===== config.mk =====
export PLATFORM = sky130hd
export DESIGN_NAME = c5_mac_accum_drain
export DESIGN_NICKNAME = d
export VERILOG_FILES = /design/src/rtl/c5_mac_accum_drain.sv
export SDC_FILE = /design/constraint.sdc
export NUM_CORES = 1
export LEC_CHECK = 0
export CAP_MARGIN = 20
export CELL_PAD_IN_SITES_DETAIL_PLACEMENT = 0
export CELL_PAD_IN_SITES_GLOBAL_PLACEMENT = 1
export CORE_AREA = 2 2 160 162
export DETAILED_ROUTE_END_ITERATION = 10
export DIE_AREA = 0 0 162 164
export GPL_ROUTABILITY_DRIVEN = 0
export PLACE_DENSITY_LB_ADDON = 0.1
export SETUP_SLACK_MARGIN = 0.1
export SLEW_MARGIN = 20
export SYNTH_ARGS = -nofsm -noshare
export SYNTH_HDL_FRONTEND = slang
export SYNTH_HIERARCHICAL = 1
export SYNTH_SLANG_ARGS = --single-unit

===== constraint.sdc =====
create_clock -name clock -period 8.2 [get_ports clock]
set_input_delay 1.23 -clock clock [delete_from_list [all_inputs] [get_ports clock]]
set_output_delay 1.23 -clock clock [all_outputs]
set_load 0.03 [all_outputs]

===== src/rtl/c5_mac_accum_drain.sv =====
// Result-side drain for the C5 MAC: issue gating, tag delay line, saturating accumulate, output FIFO.
// Latency MAC_LATENCY+1 from a last issue to out_valid; op_ready is credit-based from registered state only.

module c5_fifo #(
    parameter int W     = 33,
    parameter int DEPTH = 4
) (
    input  logic                     clock,
    input  logic                     resetn,
    input  logic                     push,
    input  logic [W-1:0]             push_data,
    input  logic                     pop,
    output logic [W-1:0]             head,
    output logic                     not_empty,
    output logic                     full,
    output logic [$clog2(DEPTH):0]   count
);
    localparam int AW = $clog2(DEPTH);
    localparam logic [AW:0] DEPTH_C = DEPTH[AW:0];

    logic [W-1:0]  mem [DEPTH];
    logic [AW-1:0] wr_ptr;
    logic [AW-1:0] rd_ptr;

    always_ff @(posedge clock or negedge resetn) begin
        if (!resetn) begin
            for (int i = 0; i < DEPTH; i++) mem[i] <= '0;
            wr_ptr <= '0;
            rd_ptr <= '0;
            count  <= '0;
        end else begin
            if (push) begin
                mem[wr_ptr] <= push_data;
                wr_ptr      <= wr_ptr + 1'b1;
            end
            if (pop) rd_ptr <= rd_ptr + 1'b1;
            case ({push, pop})
                2'b10:   count <= count + 1'b1;
                2'b01:   count <= count - 1'b1;
                default: ;
            endcase
        end
    end

    // First-word fall-through: head is the entry at the read pointer.
    assign head      = mem[rd_ptr];
    assign not_empty = (count != '0);
    assign full      = (count == DEPTH_C);
endmodule

module c5_mac_accum_drain #(
    parameter int MAC_LATENCY = 3,
    parameter int ACC_WIDTH   = 32,
    parameter int FIFO_DEPTH  = 4
) (
    input  logic                 clock,
    input  logic                 resetn,
    input  logic                 op_valid,
    input  logic                 op_last,
    output logic                 op_ready,
    input  logic [ACC_WIDTH-1:0] mac_result,
    output logic                 out_valid,
    input  logic                 out_ready,
    output logic [ACC_WIDTH-1:0] out_data,
    output logic                 out_overflow
);
    localparam int CW = $clog2(FIFO_DEPTH) + 1;

    logic                   issue;
    logic [MAC_LATENCY-1:0] tag_vld;
    logic [MAC_LATENCY-1:0] tag_last;
    logic [7:0]             reserved;
    logic [CW-1:0]          fifo_count;
    logic                   fifo_full;
    logic                   push;
    logic                   pop;
    logic [ACC_WIDTH-1:0]   acc;
    logic                   ovf;
    logic [ACC_WIDTH:0]     sum_ext;
    logic                   clamped;
    logic [ACC_WIDTH-1:0]   acc_next;
    logic                   ovf_next;

    assign issue = op_valid & op_ready;

    // The MAC cannot stall, so the tag line shifts unconditionally.
    always_ff @(posedge clock or negedge resetn) begin
        if (!resetn) begin
            tag_vld  <= '0;
            tag_last <= '0;
        end else begin
            tag_vld[0]  <= issue;
            tag_last[0] <= issue & op_last;
            for (int i = 1; i < MAC_LATENCY; i++) begin
                tag_vld[i]  <= tag_vld[i-1];
                tag_last[i] <= tag_last[i-1];
            end
        end
    end

    // Every last tag in flight owns a FIFO slot, so a push never finds the FIFO full.
    always_comb begin
        reserved = 8'(fifo_count);
        for (int i = 0; i < MAC_LATENCY; i++) reserved = reserved + {7'd0, tag_last[i]};
    end
    assign op_ready = (reserved < 8'(FIFO_DEPTH));

    assign sum_ext  = {acc[ACC_WIDTH-1], acc} + {mac_result[ACC_WIDTH-1], mac_result};
    assign clamped  = sum_ext[ACC_WIDTH] ^ sum_ext[ACC_WIDTH-1];
    assign acc_next = !clamped          ? sum_ext[ACC_WIDTH-1:0] :
                      sum_ext[ACC_WIDTH] ? {1'b1, {(ACC_WIDTH-1){1'b0}}} :
                                           {1'b0, {(ACC_WIDTH-1){1'b1}}};
    assign ovf_next = ovf | clamped;
    assign push     = tag_vld[MAC_LATENCY-1] & tag_last[MAC_LATENCY-1];
    assign pop      = out_valid & out_ready;

    always_ff @(posedge clock or negedge resetn) begin
        if (!resetn) begin
            acc <= '0;
            ovf <= 1'b0;
        end else if (tag_vld[MAC_LATENCY-1]) begin
            if (tag_last[MAC_LATENCY-1]) begin
                acc <= '0;
                ovf <= 1'b0;
            end else begin
                acc <= acc_next;
                ovf <= ovf_next;
            end
        end
    end

    c5_fifo #(.W(ACC_WIDTH + 1), .DEPTH(FIFO_DEPTH)) u_fifo (
        .clock     (clock),
        .resetn    (resetn),
        .push      (push),
        .push_data ({ovf_next, acc_next}),
        .pop       (pop),
        .head      ({out_overflow, out_data}),
        .not_empty (out_valid),
        .full      (fifo_full),
        .count     (fifo_count)
    );

    push_into_full: assert property (@(posedge clock) disable iff (!resetn) !(push && fifo_full))
        else $error("c5_mac_accum_drain: push into full FIFO");
endmodule


==> impl_metrics.toml <==
[run_status]
outcome = "finished clean"

[clocking]
cts_setup_buffers = 0
clock-sinks = 178
cts-resized-gates = 0
cts_buffers = 17
cts_tree = "yes"
max-clock-path-buffers = 2
cts_hold_buf = 0
clk_pin_slew_ns = 0.07
cts_root_buf = "clkbuf_16"
h-tree-depth = 4
clk_latency_ns = 0.42

[layout]
utilization = 0.4564
area_growth_pct = 15.37
fill_cells = 2320
nNetsFinal = 907
drive_above_1_share = 0.2732
diodes = 0
fin_area_um2 = 11330
layout.cells.non_filler = 1172

[critical_path]
cp_cell_sequence = "clkdlybuf4s50_1, ha_1, inv_1, fa_1, nand2b_1, a21oi_2, o21ai_1, nand4_1, nand2_1, o41a_1, o211ai_2, o31ai_2, buf_4, nand2b_1, o221ai_1"
r2r_start = "acc[16]$_DFFE_PN0P_"
start_kind = "input pin"
crit_arrival_ns = 5.10
crit_path_max_fanout = 24
rr_worst_depth = 12
max_stage_delay_ns = 0.60
cp_slowest_cell = "nand2b_1"
path_class = "in2reg"
r2r_slack_ns = 4.36
cp-end-kind = "register"
cp.required_ns = 8.52
path_common_cell = "nand2b_1"
crit_start = "mac_result[0]"
r2r_end = "acc[10]$_DFFE_PN0P_"

[power_and_ir_drop]
ir_worst_vdd_v = 0.0002424
p_leak_nw = 4.724
power_per_cell_area_nw_per_um2 = 482.1

[synth]
yosys_warnings = 6
syn_nets = 850
avgSynthCellArea_um2 = 12.72
syn_inst = 772
syn-cell-area_um2 = 9818

[global_route]
antenna_found_initial = 0
grtUsageTotal = 0.1853
gr-total-overflow = 0
grt_pass1_wl_mm = 37.89
grt_max_degree = 120
grt_pass1_vias = 6871

[die]
rows = 58
core_um2 = 24820
initial_core_util = 0.3956
io_pins = 72
fp.dieW_um = 162
die_area_um2 = 26570
die_h_um = 164

[placement]
port_buffers = 71
dp_slack_ns = 2.938
place_area_um2 = 10650
dpl.hpwl_mm = 16.41
place_inst = 1140

[detailed_routing]
drt-initial-drc-count = 325
wire_per_inst_um = 19.94
wl_mm = 23.37
antenna_left = 0
first_pass_iters = 4
vias = 6357
drc_errors = 0
via_per_inst = 5.424

[sta]
relSlewSlack = 0.2933
tightest_slew_ns = 1.056
maxSlewViolCount = 0
setup_viol = 0
fin_crit_ns = 4.781
fin_worst_skew_ns = 0.008141
max_freq_mhz = 209.1
fin_tns_setup_ns = 0
fin_crit_sh = 0.5831
rsz0062_at_grt = "false"
setup_ws_ns = 3.419
hold_viol = 0

[min_path]
min_path_cells = 0
min_delay_worst_endpoint = "tag_vld[2]$_DFF_PN0_"
min_path_type = "reg2reg"
worstHoldStart = "tag_vld[1]$_DFF_PN0_"

[run]
maxCapViolations = 0
-- worst max-delay path: cells and delay by family --
family / cells / cell delay [ns]
compound gates: 6 / 1.45
buf+inv: 3 / 0.77
fa+ha+maj: 2 / 0.59
simple gates: 4 / 1.04
-- area by class of cell --
class / instances / area, um^2 / share of cell area
flip-flops and latches: 178 / 4456 / 0.3934
well taps: 330 / 412.9 / 0.03645
multi-input cells: 516 / 4878 / 0.4307
inverters: 40 / 150.1 / 0.01326
clock buffers: 21 / 480.5 / 0.04242
clock inverters: 11 / 197.7 / 0.01745
repair buffers: 76 / 752.0 / 0.06639
-- layer usage --
| metal | up-vias | wire, um | track usage |
|---|---|---|---|
| met4 | 0 | 243 | 0.05028 |
| met5 | - | 0 | 0 |
| met3 | 21 | 741 | 0.02854 |
| met2 | 94 | 11080 | 0.2983 |
| li1 | 2973 | - | - |
| met1 | 3269 | 11310 | 0.2621 |
-- power by group --
group,switching [mW],internal (mW),total (mW)
Sequential,0.262,1.29,1.55
Combinational,1.72,1.28,2.99
Clock,0.341,0.576,0.917
Total,2.32,3.14,5.46
-- cells in the final DEF (no fill, tap or decap), drive strengths merged, types with 6 or more instances in the layout --
| cell type | n |
|---|---|
| a21boi | 7 |
| a21o | 8 |
| a21oi | 41 |
| a22o | 7 |
| clkbuf | 22 |
| clkdlybuf4s50 | 70 |
| dfrtp | 178 |
| ha | 38 |
| inv | 42 |
| mux2 | 133 |
| mux4 | 33 |
| nand2 | 43 |
| nand2b | 7 |
| nand3 | 6 |
| nor2 | 18 |
| o211ai | 7 |
| o21ai | 50 |
| o221ai | 19 |
| xnor2 | 18 |
| xor2 | 16 |
-- sequential cells by signal, indices dropped and copies added, names as in the netlist --
name and cells:
acc 32, ovf 1, tag_last 3, tag_vld 3, u_fifo/count 3, u_fifo/mem 132
u_fifo/rd_ptr 2, u_fifo/wr_ptr 2
-- per-stage QoR --
stage                     hold WS (ns)  power [mW]
after floorplan                 0.3312       3.695
after global placement          0.3454       4.484
after detailed placement        0.3477       4.565
after CTS                       0.3623       5.516
after global routing            0.3658       5.865
final                           0.3597       5.461
-- worst max-delay path by stage --
stage	end	slack (ns)	cells after the start
after floorplan	u_fifo/mem[120]$_DFFE_PN0P_	4.30	14
after global placement	acc[8]$_DFFE_PN0P_	3.06	15
after detailed placement	acc[10]$_DFFE_PN0P_	2.94	15
after CTS	acc[17]$_DFFE_PN0P_	3.39	15
after global routing	acc[13]$_DFFE_PN0P_	3.06	15
final	acc[10]$_DFFE_PN0P_	3.42	15
(Power assumes the default switching activity.)
